$ cat src/rtl/alu_pkg.sv
// ============================================================================
//  Module   : alu_pkg
//  Purpose  : Shared opcodes, default widths and the micro-op record used by
//             the ALU operand stage and its operand mux.
//  Revision : 1.0 - initial release
// ============================================================================
`default_nettype none

package alu_pkg;

    localparam int DATA_W    = 16;
    localparam int REG_IDX_W = 4;

    localparam logic [2:0] ALU_ADD  = 3'd0;
    localparam logic [2:0] ALU_SUB  = 3'd1;
    localparam logic [2:0] ALU_OR   = 3'd2;
    localparam logic [2:0] ALU_AND  = 3'd3;
    localparam logic [2:0] ALU_SHL  = 3'd4;
    localparam logic [2:0] ALU_SHR  = 3'd5;
    localparam logic [2:0] ALU_XOR  = 3'd6;
    localparam logic [2:0] ALU_ZERO = 3'd7;

    typedef struct packed {
        logic [2:0]           op;
        logic [DATA_W-1:0]    first;
        logic [DATA_W-1:0]    second;
        logic [REG_IDX_W-1:0] rd;
    } alu_uop_t;

endpackage

`default_nettype wire

$ cat src/rtl/alu_operand_mux.sv
// ============================================================================
//  Module   : alu_operand_mux
//  Purpose  : Combinational operand builder: result forwarding, sign-extended
//             immediate select and shift-amount clamping.
//  Revision : 1.0 - initial release
// ============================================================================
`default_nettype none

module alu_operand_mux #(
    parameter int IMM_W     = 8,
    parameter int SHAMT_MAX = 16
) (
    input  logic [2:0]                     op_i,
    input  logic [alu_pkg::REG_IDX_W-1:0]  rs1_idx_i,
    input  logic [alu_pkg::REG_IDX_W-1:0]  rs2_idx_i,
    input  logic [alu_pkg::DATA_W-1:0]     rs1_data_i,
    input  logic [alu_pkg::DATA_W-1:0]     rs2_data_i,
    input  logic [IMM_W-1:0]               imm_i,
    input  logic                           use_imm_i,
    input  logic [alu_pkg::REG_IDX_W-1:0]  rd_i,
    input  logic                           fwd_valid_i,
    input  logic [alu_pkg::REG_IDX_W-1:0]  fwd_rd_i,
    input  logic [alu_pkg::DATA_W-1:0]     fwd_data_i,
    output alu_pkg::alu_uop_t              uop_o
);
    import alu_pkg::*;

    localparam logic [DATA_W-1:0] SHAMT_CLAMP = DATA_W'(SHAMT_MAX);

    logic              fwd_rs1;
    logic              fwd_rs2;
    logic [DATA_W-1:0] rs2_val;
    logic [DATA_W-1:0] imm_sext;
    logic [DATA_W-1:0] second_raw;
    logic              is_shift;

    // Register 0 is hardwired, so a write-back to it must never be forwarded.
    assign fwd_rs1 = fwd_valid_i && (fwd_rd_i == rs1_idx_i) && (rs1_idx_i != '0);
    assign fwd_rs2 = fwd_valid_i && (fwd_rd_i == rs2_idx_i) && (rs2_idx_i != '0);

    assign rs2_val    = fwd_rs2 ? fwd_data_i : rs2_data_i;
    assign imm_sext   = {{(DATA_W-IMM_W){imm_i[IMM_W-1]}}, imm_i};
    assign second_raw = use_imm_i ? imm_sext : rs2_val;
    assign is_shift   = (op_i == ALU_SHL) || (op_i == ALU_SHR);

    always_comb begin
        uop_o.op     = op_i;
        uop_o.first  = fwd_rs1 ? fwd_data_i : rs1_data_i;
        uop_o.second = (is_shift && (second_raw > SHAMT_CLAMP)) ? SHAMT_CLAMP : second_raw;
        uop_o.rd     = rd_i;
    end

endmodule

`default_nettype wire

$ cat src/rtl/alu_operand_stage.sv
// ============================================================================
//  Module   : alu_operand_stage
//  Purpose  : Registered operand stage ahead of the ALU with a 2-entry skid
//             buffer. Optional counters under ALU_OPERAND_STATS_EN.
//  Revision : 1.0 - initial release
// ============================================================================
`default_nettype none

module alu_operand_stage #(
    parameter int DATA_W    = alu_pkg::DATA_W,
    parameter int IMM_W     = 8,
    parameter int REG_IDX_W = alu_pkg::REG_IDX_W,
    parameter int SHAMT_MAX = 16
) (
    input  logic                 CLK,
    input  logic                 Reset,
    input  logic                 in_valid,
    output logic                 in_ready,
    input  logic [2:0]           in_op,
    input  logic [REG_IDX_W-1:0] in_rs1_idx,
    input  logic [REG_IDX_W-1:0] in_rs2_idx,
    input  logic [DATA_W-1:0]    in_rs1_data,
    input  logic [DATA_W-1:0]    in_rs2_data,
    input  logic [IMM_W-1:0]     in_imm,
    input  logic                 in_use_imm,
    input  logic [REG_IDX_W-1:0] in_rd,
    input  logic                 fwd_valid,
    input  logic [REG_IDX_W-1:0] fwd_rd,
    input  logic [DATA_W-1:0]    fwd_data,
    output logic                 out_valid,
    input  logic                 out_ready,
    output logic [DATA_W-1:0]    out_first,
    output logic [DATA_W-1:0]    out_second,
    output logic [2:0]           out_alu_op,
    output logic [REG_IDX_W-1:0] out_rd
`ifdef ALU_OPERAND_STATS_EN
    ,
    output logic [15:0]          stat_issued,
    output logic [15:0]          stat_stall
`endif
);
    import alu_pkg::*;

    localparam logic [1:0] S_EMPTY = 2'd0;
    localparam logic [1:0] S_ONE   = 2'd1;
    localparam logic [1:0] S_FULL  = 2'd2;

    alu_uop_t   new_uop;
    alu_uop_t   main_q, main_d;
    alu_uop_t   skid_q, skid_d;
    logic [1:0] state_q, state_d;
    logic       in_ready_q;
    logic       accept;
    logic       xfer;

    alu_operand_mux #(
        .IMM_W     (IMM_W),
        .SHAMT_MAX (SHAMT_MAX)
    ) u_mux (
        .op_i        (in_op),
        .rs1_idx_i   (in_rs1_idx),
        .rs2_idx_i   (in_rs2_idx),
        .rs1_data_i  (in_rs1_data),
        .rs2_data_i  (in_rs2_data),
        .imm_i       (in_imm),
        .use_imm_i   (in_use_imm),
        .rd_i        (in_rd),
        .fwd_valid_i (fwd_valid),
        .fwd_rd_i    (fwd_rd),
        .fwd_data_i  (fwd_data),
        .uop_o       (new_uop)
    );

    assign out_valid = (state_q != S_EMPTY);
    assign accept    = in_valid && in_ready_q;
    assign xfer      = out_valid && out_ready;

    always_comb begin
        state_d = state_q;
        main_d  = main_q;
        skid_d  = skid_q;
        case (state_q)
            S_EMPTY: begin
                if (accept) begin
                    main_d  = new_uop;
                    state_d = S_ONE;
                end
            end
            S_ONE: begin
                if (accept && xfer) begin
                    main_d = new_uop;
                end else if (accept) begin
                    skid_d  = new_uop;
                    state_d = S_FULL;
                end else if (xfer) begin
                    state_d = S_EMPTY;
                end
            end
            S_FULL: begin
                // in_ready is low here, so only a drain can happen.
                if (xfer) begin
                    main_d  = skid_q;
                    state_d = S_ONE;
                end
            end
            default: state_d = S_EMPTY;
        endcase
    end

    always_ff @(posedge CLK or posedge Reset) begin
        if (Reset) begin
            state_q    <= S_EMPTY;
            main_q     <= '0;
            skid_q     <= '0;
            in_ready_q <= 1'b0;
        end else begin
            state_q    <= state_d;
            main_q     <= main_d;
            skid_q     <= skid_d;
            in_ready_q <= (state_d != S_FULL);
        end
    end

    assign in_ready   = in_ready_q;
    assign out_first  = main_q.first;
    assign out_second = main_q.second;
    assign out_alu_op = main_q.op;
    assign out_rd     = main_q.rd;

`ifdef ALU_OPERAND_STATS_EN
    logic [15:0] stat_issued_q;
    logic [15:0] stat_stall_q;

    always_ff @(posedge CLK or posedge Reset) begin
        if (Reset) begin
            stat_issued_q <= '0;
            stat_stall_q  <= '0;
        end else begin
            if (xfer)
                stat_issued_q <= stat_issued_q + 16'd1;
            if (out_valid && !out_ready)
                stat_stall_q <= stat_stall_q + 16'd1;
        end
    end

    assign stat_issued = stat_issued_q;
    assign stat_stall  = stat_stall_q;
`endif

endmodule

`default_nettype wire

$ cat config.mk
export PLATFORM = sky130hd
export DESIGN_NAME = alu_operand_stage
export DESIGN_NICKNAME = d
export VERILOG_FILES = /design/src/rtl/alu_pkg.sv /design/src/rtl/alu_operand_mux.sv /design/src/rtl/alu_operand_stage.sv
export SDC_FILE = /design/constraint.sdc
export NUM_CORES = 1
export LEC_CHECK = 0
export BUFFER_PORTS_ARGS = -buffer_cell sky130_fd_sc_hd__buf_2
export CAP_MARGIN = 10
export CORE_UTILIZATION = 55
export DETAILED_ROUTE_END_ITERATION = 8
export HOLD_SLACK_MARGIN = 0.12
export PLACE_DENSITY = 0.84
export SLEW_MARGIN = 0
export SYNTH_ARGS = -nofsm -noshare
export SYNTH_HDL_FRONTEND = slang
export SYNTH_SLANG_ARGS = --single-unit
export TNS_END_PERCENT = 30
$ cat constraint.sdc
create_clock -name CLK -period 5.1 [get_ports CLK]
set_input_delay 1.02 -clock CLK [delete_from_list [all_inputs] [get_ports CLK]]
set_output_delay 1.02 -clock CLK [all_outputs]
set_load 0.005 [all_outputs]
==> results of run 1 <==
worst max-delay path, cell delays in order:
cell and delay (ns):
buf_2 0.11, nor3_2 0.05, o21ba_2 0.22, nor3_2 0.16, buf_4 0.30, mux2i_1 0.14, o21ai_0 0.30, o31ai_4 0.14
a21oi_2 0.71, o311ai_1 0.21
cells by family (layout without fill, tap and decap cells):
group | after synthesis | after routing | synth area share, %
AO/OA/AOI/OAI | 114 | 114 | 18.45
XOR/XNOR | 6 | 6 | 1.246
flip-flops | 81 | 81 | 48.06
multiplexers | 44 | 44 | 11.01
AND/OR/NAND/NOR | 174 | 174 | 17.62
buffers and inverters | 36 | 148 | 3.619
other | 0 | 1 | 0
layer usage:
layer	GRT usage [%]	wire, um
met1	36.35	4560
met2	48.83	5388
met3	5.393	589
met4	11.11	237
met5	0	0
sequential cells by signal, indices dropped and copies added (netlist names):
register and count:
in_ready 1, out_alu_op 3, out_first 16, out_rd 4, out_second 16, skid_q 39
state_q 2
placed cells by master, fill, tap and decap left out, types with 2 or more instances in the layout:
cell type   count
clkbuf_8       10
clkinvlp_4      2
nand4_1         3
nand2b_1        3
nor4_1          6
buf_2         121
nor2_1         48
mux2i_1        25
mux2_2         19
o311ai_1       10
dfrtp_1        81
a22o_1          3
nand3_1        14
nand2_1        84
nor3_2          2
o21a_1          3
o21ai_0        38
buf_4           6
xnor2_1         6
or3_1           2
o31ai_2         7
o31ai_1         7
inv_1           4
a31oi_1         8
a21oi_1        23
nor3_1          4
nand2_2         2
o311ai_2        2
clkinv_2        3
a21oi_2         2
o211ai_1        4
per-stage QoR:
step | util [%] | cells | hold WS, ns | worst slack [ns]
global placement | 66.39 | 650 | 0.4567 | 1.682
CTS | 69.07 | 666 | 0.4841 | 1.932
global route | 69.11 | 667 | 0.5030 | 1.777
finish | 69.11 | 667 | 0.4755 | 1.918
detailed placement | 66.39 | 650 | 0.4661 | 1.549
floorplan | - | 455 | 0.4447 | 2.000
final timing paths:
kind	cells past startpoint	end	slack, ns
hold reg to reg	2	out_second[13]$_DFFE_PP0P_	0.48
hold / removal	2	out_second[13]$_DFFE_PP0P_	0.48
min in group asynchronous	2	skid_q[30]$_DFFE_PP0P_	0.69
max in group asynchronous	3	out_second[3]$_DFFE_PP0P_	3.39
setup / recovery	10	out_second[9]$_DFFE_PP0P_	1.92
setup reg to reg	5	out_second[4]$_DFFE_PP0P_	2.56
area by class of cell:
class	count	area share, %
inverters	5	0.3952
multi-input cells	338	40.38
flip-flops and latches	81	40.01
clock inverters	5	1.087
diodes	1	0.04939
repair buffers	127	12.84
clock buffers	11	2.791
well taps	99	2.445
report_power, final:
part | internal, mW | leakage (nW) | switching, mW
Clock | 0.238 | 0.0953 | 0.231
Sequential | 0.948 | 0.969 | 0.160
Combinational | 0.359 | 1.23 | 0.437
==> results.tsv, run 1 <==
metric	value	unit
initial antenna violation count	1	
area leader, netlist	dfrtp_1	
Detail Route Antenna Nets	0	
Cell variety after synth	40	
Syn Nets	536	
WL/cell	16.15	um
Starting Density	57.54	%
overall routing resource usage	28.68	%
pin count of the biggest net entering global routing	63	
multi-input combinational cell area	0.002046	mm2
Yosys reg bits	81	
status	completed	
Worst Path Required	5.28	ns
clock skew	0.01007	ns
Final period util	62.39	%
layout cells sized above 1	32.10	%
row cnt	31	
Synth-to-Final Area Change	20.11	%
Setup Viol. Count Final	0	
drt pass-1 iters	5	
Ports	122	
most common library cells after synthesis	nand2_1 (86), dfrtp_1 (81), nor2_1 (49)	
fmax	314.3	MHz
Static Leak	2.296	nW
Vias/cell	5.735	
maximum VDD drop	252.7	uV
WL final	10780	um
Setup TNS	0	ns
core box area	0.007331	mm2
most common flop cell mapped by yosys	dfrtp_1	
Worst Setup SP	in_rs2_idx[1]	
DR iter-0 viols	221	
hold_buf cts	0	
crit end category	flip-flop	
Final Power	2.372	mW
max-cap viol count	0	
post-CTS setup repair buffer count	0	
Clk pin slew, worst setup/hold paths	0.08	ns
residual DRC count	0	
Synth async-reset ratio	100.0	%
Seq/Total Area, Yosys	48.06	%
cell with the most instances after synthesis	nand2_1	
finished layout cell area	0.005066	mm2
number of global-route vias before repair	3700	
worst slew pin tran	1.156	ns
Worst Setup Start Kind	primary input	
Worst Hold Launch	out_second[13]$_DFFE_PP0P_	
Max clock buf depth	2	
instance area after placement	0.004867	mm2
Fillers	573	
Sink Count	81	
Final Slew Violations	0	
Mapped Cells	455	
Die Y	89.57	um
main area contributors after synthesis	dfrtp_1 (48%), nand2_1 (7.7%), mux2i_1 (5.9%), mux2_2 (5.1%), o21ai_0 (4.6%)	
Clock Tree Root	clkbuf_8	
RePlAce Congestion	0.8927	
die area	0.008023	mm2
chip width	89.57	um
CTS tree	built	
Power Dens Cells	468.3	mW/mm2
CP Class	in -> reg	
Cell Area, Synth	0.004218	mm2
Register Area	0.002027	mm2
share of the synthesized area in the top cell type	48.06	%
Critical Path AT	3.37	ns
RSZ-0062 raised after global routing	false	
routed vias	3825	
CTS H-tree lvls	3	
DPL Wire Length	7894	um
first-pass GRT wire length	17230	um
Post-synth EDFFs	0	
synth warn	0	
Slew headroom	22.42	%
PortBufs	121	
Worst R2R Start	state_q[0]$_DFF_PP0_	
Final min period	3.182	ns
Hold Path Class	reg -> reg	
Syn Area/Cell	9.270	um2
Final nets	643	
CTS Buf Count	9	
crit-path max FO	19	
Worst-Skew Late Latency	0.35	ns
final hold vios	0	
post-cts gate resize count	0	
gr ovfl total	0	
Note: power is estimated with default switching activity, not from simulation.
==> run 2: changes to the inputs <==
- CORE_UTILIZATION: 55 -> 47
- PLACE_DENSITY: 0.84 -> 0.76
- clock period: 5.1 -> 2.9 ns (I/O delays scaled with it)
==> results.tsv, run 2 (same netlist as run 1, synthesis figures left out) <==
metric	value	unit	change
Hold Path Class	in -> async		
CTS tree	built		
DR iter-0 viols	152		-31%
routing usage on met2	40.30	%	-8.5 points
final core area utilization	59.43	%	-9.7 points
met1 Usage GRT	33.00	%	-3.3 points
Vias/cell	5.604		-2.3%
Worst Path Required	3.10	ns	-2.18 ns
CP Class	in -> reg		
first-pass GRT wire length	18150	um	+5.4%
WL final	10980	um	+1.9%
Static Leak	2.362	nW	+2.9%
finished layout cell area	0.005182	mm2	+2.3%
crit-path max cell delay	0.73	ns	+0.02 ns
CP delay by family, top	compound AO/OA/AOI/OAI gates		
PortBufs	121		unchanged
Clock Tree Root	clkbuf_8		
CTS H-tree lvls	3		unchanged
CP dominant cell by count	nor3_2		
Critical Path AT	2.93	ns	-0.44 ns
worst slew pin tran	0.9282	ns	-0.2277 ns
max reg flops	39		unchanged
drt pass-1 iters	5		unchanged
most common cell after layout, fill and taps aside	buf_2		
Die Y	96.73	um	+8.0%
initial antenna violation count	0		-1
RSZ-0062 raised after global routing	false		
Final nets	651		+1.2%
clock skew	0.006678	ns	-0.003392 ns
Final Power	4.345	mW	+83%
residual DRC count	0		unchanged
Power Dens Cells	838.5	mW/mm2	+79%
Final min period	2.728	ns	
Worst Path Buf+Inv	2		unchanged
met3 GRT Util	4.046	%	-1.3 points
most frequent cells in the layout	buf_2 (121), nand2_1 (84), dfrtp_1 (81), nor2_1 (48), o21ai_0 (39)		
Starting Density	48.36	%	-9.2 points
Clk pin slew, worst setup/hold paths	0.08	ns	about the same
Slew headroom	38.12	%	+16 points
Synth-to-Final Area Change	22.87	%	
Sink Count	81		unchanged
Ports	122		unchanged
Final Slew Violations	0		unchanged
Biggest register	skid_q		
row cnt	34		+9.7%
final cell count without fillers	681		+2.1%
status	completed		
Max clock buf depth	2		unchanged
diodes inserted	0		-1
RePlAce Congestion	0.8499		-4.8%
post-cts gate resize count	0		unchanged
instance area after placement	0.004951	mm2	+1.7%
crit-path cells	buf_2 -> nor3_2 -> o21ba_2 -> nor3_2 -> buf_4 -> mux2i_1 -> o21ai_0 -> o31ai_4 -> a21oi_2 -> o311ai_1		
post-CTS setup repair buffer count	0		unchanged
crit end category	flip-flop		
core box area	0.008721	mm2	+19%
max-cap viol count	0		unchanged
WL/cell	16.13	um	-0.17%
Worst-Skew Late Latency	0.35	ns	about the same
Worst Setup Start Kind	primary input		
grt peak-use layer	met2		
pin count of the biggest net entering global routing	51		-19%
crit-path max FO	16		-3
maximum VDD drop	314.3	uV	+24%
hold_buf cts	0		unchanged
number of global-route vias before repair	3633		-1.8%
final hold vios	0		unchanged
gr ovfl total	0		unchanged
die area	0.009357	mm2	+17%
chip width	96.73	um	+8.0%
DPL Wire Length	8312	um	+5.3%
slowest cell on the critical path	a21oi_2		
layout cells sized above 1	32.81	%	+0.71 points
Final period util	94.06	%	
Detail Route Antenna Nets	0		unchanged
routed vias	3816		-0.24%
Setup Viol. Count Final	0		unchanged
CTS Buf Count	9		unchanged
fmax	366.6	MHz	
Placed Instances	667		+2.6%
overall routing resource usage	24.50	%	-4.2 points
-- run 2: cell count changes in the layout (fill, tap and decap cells not counted) --
| cell | previous run | this run |
|---|---|---|
| clkinvlp_4 | 2 | 0 |
| bufinv_16 | 1 | 3 |
| diode_2 | 1 | 0 |
| o21ai_1 | 1 | 0 |
| buf_4 | 6 | 13 |
| o21ai_0 | 38 | 39 |
| buf_12 | 0 | 1 |
| clkinv_2 | 3 | 1 |
-- run 2: path summary, 6_finish.rpt --
kind                                              end  cells after the start  slack (ns)              startpoint
max in group asynchronous   out_first[11]$_DFFE_PP0P_                      3        1.84                   Reset
min in group CLK               skid_q[33]$_DFFE_PP0P_                      2        0.48  skid_q[33]$_DFFE_PP0P_
setup reg to reg                out_rd[2]$_DFFE_PP0P_                      7        0.91    state_q[1]$_DFF_PP0_
setup / recovery           out_second[10]$_DFFE_PP0P_                     10        0.17           in_rs2_idx[1]
hold / removal                  out_rd[0]$_DFFE_PP0P_                      2        0.35                   Reset
hold reg to reg                skid_q[33]$_DFFE_PP0P_                      2        0.48  skid_q[33]$_DFFE_PP0P_
-- run 2: metal layers --
metal,share of wire (%),vias to the layer above
met5,0,-
met4,1.5,0
met3,6.0,17
met2,49,136
met1,43,1819
li1,-,1844
-- run 2: report_power, final --
group	total, mW	switching (mW)	internal [mW]
clock network	0.979	0.393	0.587
registers	1.95	0.282	1.67
logic	1.42	0.764	0.653
-- run 2: cell type report --
type                            count  area, um2
Clock inverter                      3      90.09
Sequential cell                    81       2027
Tap cell                          108      135.1
Timing Repair Buffer              135      723.2
Fill cell                         766       3538
Inverter                            5      20.02
Clock buffer                       11      141.4
Multi-Input combinational cell    338       2046
-- run 2: metrics by stage --
stage / TNS [ns] / setup WS [ns] / hold WS [ns]
floorplan: 0 / 0.2399 / 0.4447
global placement: 0 / 0.002291 / 0.4563
detailed placement: -1.944 / -0.1811 / 0.4654
CTS: 0 / 0.1911 / 0.3758
global route: 0 / 0.01245 / 0.4200
finish: 0 / 0.1724 / 0.3469
==> run 3: changes to the inputs <==
- PLACE_DENSITY: 0.76 -> not set
- PLACE_DENSITY_LB_ADDON: not set -> 0.3
==> results.tsv, run 3 (same netlist as run 1, synthesis figures left out) <==
metric	value	unit	change
Worst-Skew Late Latency	0.35	ns	about the same
Clock Tree Root	clkbuf_8		
Final nets	654		+0.46%
residual DRC count	0		unchanged
crit-path max cell delay	0.73	ns	about the same
number of global-route vias before repair	3636		+0.083%
max reg flops	39		unchanged
Worst Path Buf+Inv	1		-1
pin count of the biggest net entering global routing	47		-7.8%
clock skew	0.01157	ns	+0.004896 ns
Slew headroom	28.07	%	-10 points
DR iter-0 viols	172		+13%
slowest cell on the critical path	a21oi_2		
row cnt	34		unchanged
CP Class	in -> reg		
crit-path max FO	16		unchanged
core box area	0.008721	mm2	unchanged
chip width	96.73	um	unchanged
initial antenna violation count	0		unchanged
routed vias	3794		-0.58%
Final Slew Violations	0		unchanged
Worst Path Required	3.10	ns	about the same
reg2reg path depth	6		-1
CP endpoint	out_second[10]$_DFFE_PP0P_		
finished layout cell area	0.005174	mm2	-0.17%
most common cell after layout, fill and taps aside	buf_2		
DPL Wire Length	8210	um	-1.2%
post-cts gate resize count	0		unchanged
Setup Viol. Count Final	0		unchanged
Power Dens Cells	821.9	mW/mm2	-2.0%
Stages on worst setup path	9		-1
post-CTS setup repair buffer count	0		unchanged
die area	0.009357	mm2	unchanged
Static Leak	2.360	nW	about the same
RePlAce Congestion	0.8994		+5.8%
drt pass-1 iters	4		-1
status	completed		
final hold vios	0		unchanged
Hold Path Class	in -> async		
Final min period	2.695	ns	-0.03227 ns
crit-path cells	buf_2 -> xnor2_1 -> nand3_1 -> nor2_1 -> mux2_2 -> o32ai_1 -> o31ai_4 -> a21oi_2 -> o311ai_1		
Final Power	4.252	mW	-2.1%
CP delay by family, top	compound AO/OA/AOI/OAI gates		
Clk pin slew, worst setup/hold paths	0.08	ns	about the same
overall routing resource usage	23.91	%	-0.59 points
Die Y	96.73	um	unchanged
most frequent cells in the layout	buf_2 (121), nand2_1 (84), dfrtp_1 (81), nor2_1 (48), o21ai_0 (39)		
Detail Route Antenna Nets	0		unchanged
Sink Count	81		unchanged
layout cells sized above 1	33.04	%	+0.24 points
Synth-to-Final Area Change	22.66	%	
CTS Buf Count	9		unchanged
Vias/cell	5.531		-1.3%
Max clock buf depth	2		unchanged
instance area after placement	0.004961	mm2	+0.20%
WL final	10890	um	-0.82%
crit end category	flip-flop		
PortBufs	121		unchanged
fmax	371.0	MHz	+1.2%
FF-to-FF setup slack	0.87	ns	-0.04 ns
Starting Density	48.36	%	unchanged
Critical Path AT	2.89	ns	-0.04 ns
max-cap viol count	0		unchanged
worst slew pin tran	1.076	ns	+0.1482 ns
RSZ-0062 raised after global routing	false		
Biggest register	skid_q		
maximum VDD drop	281.9	uV	-10%
CTS tree	built		
r2r endpoint	out_second[4]$_DFFE_PP0P_		
Worst R2R Start	state_q[0]$_DFF_PP0_		
Final period util	92.94	%	-1.1 points
Ports	122		unchanged
first-pass GRT wire length	17800	um	-1.9%
gr ovfl total	0		unchanged
hold_buf cts	0		unchanged
CTS H-tree lvls	3		unchanged
Worst Setup Start Kind	primary input		
Worst Setup SP	in_rs2_idx[2]		
diodes inserted	0		unchanged
WL/cell	15.88	um	-1.5%
## run 3: layout make-up
cell class	count	area, um2
clock buffers	12	135.1
clock inverters	4	77.57
fillers	750	3547
inverters	5	20.02
multi-input cells	338	2046
flip-flops and latches	81	2027
well taps	108	135.1
repair buffers	138	733.2
## run 3: how the worst min path moves through the flow
stage / end / slack, ns / cells past startpoint
5_1_grt: out_first[13]$_DFFE_PP0P_ / 0.32 / 2
6_report: out_first[15]$_DFFE_PP0P_ / 0.27 / 2
3_5_place_dp: skid_q[25]$_DFFE_PP0P_ / 0.47 / 2
4_1_cts: out_first[15]$_DFFE_PP0P_ / 0.28 / 2
2_1_floorplan: skid_q[20]$_DFFE_PP0P_ / 0.44 / 2
3_3_place_gp: skid_q[26]$_DFFE_PP0P_ / 0.46 / 2
## run 3: through the flow
step | TNS (ns) | hold slack [ns] | worst slack (ns) | std cells | util, %
floorplan | 0 | 0.4447 | 0.2399 | 455 | -
global placement | -0.3409 | 0.4570 | -0.04905 | 670 | 56.89
detailed placement | -1.454 | 0.4650 | -0.1506 | 670 | 56.89
CTS | 0 | 0.2821 | 0.2286 | 686 | 59.33
global route | 0 | 0.3202 | 0.04685 | 686 | 59.33
finish | 0 | 0.2725 | 0.2047 | 686 | 59.33
## run 3: power breakdown
part           switching [mW]  internal, mW  total, mW
Clock                   0.401         0.490      0.890
Combinational           0.760         0.653       1.41
Sequential              0.283          1.67       1.95
## run 3: routing by layer
| metal | track usage [%] | up-vias | part of all wire, % |
|---|---|---|---|
| met5 | 0 | - | 0 |
| met4 | 8.611 | 0 | 1.8 |
| met3 | 3.468 | 21 | 5.8 |
| met2 | 39.00 | 147 | 48 |
| met1 | 32.55 | 1785 | 44 |
| li1 | - | 1841 | - |
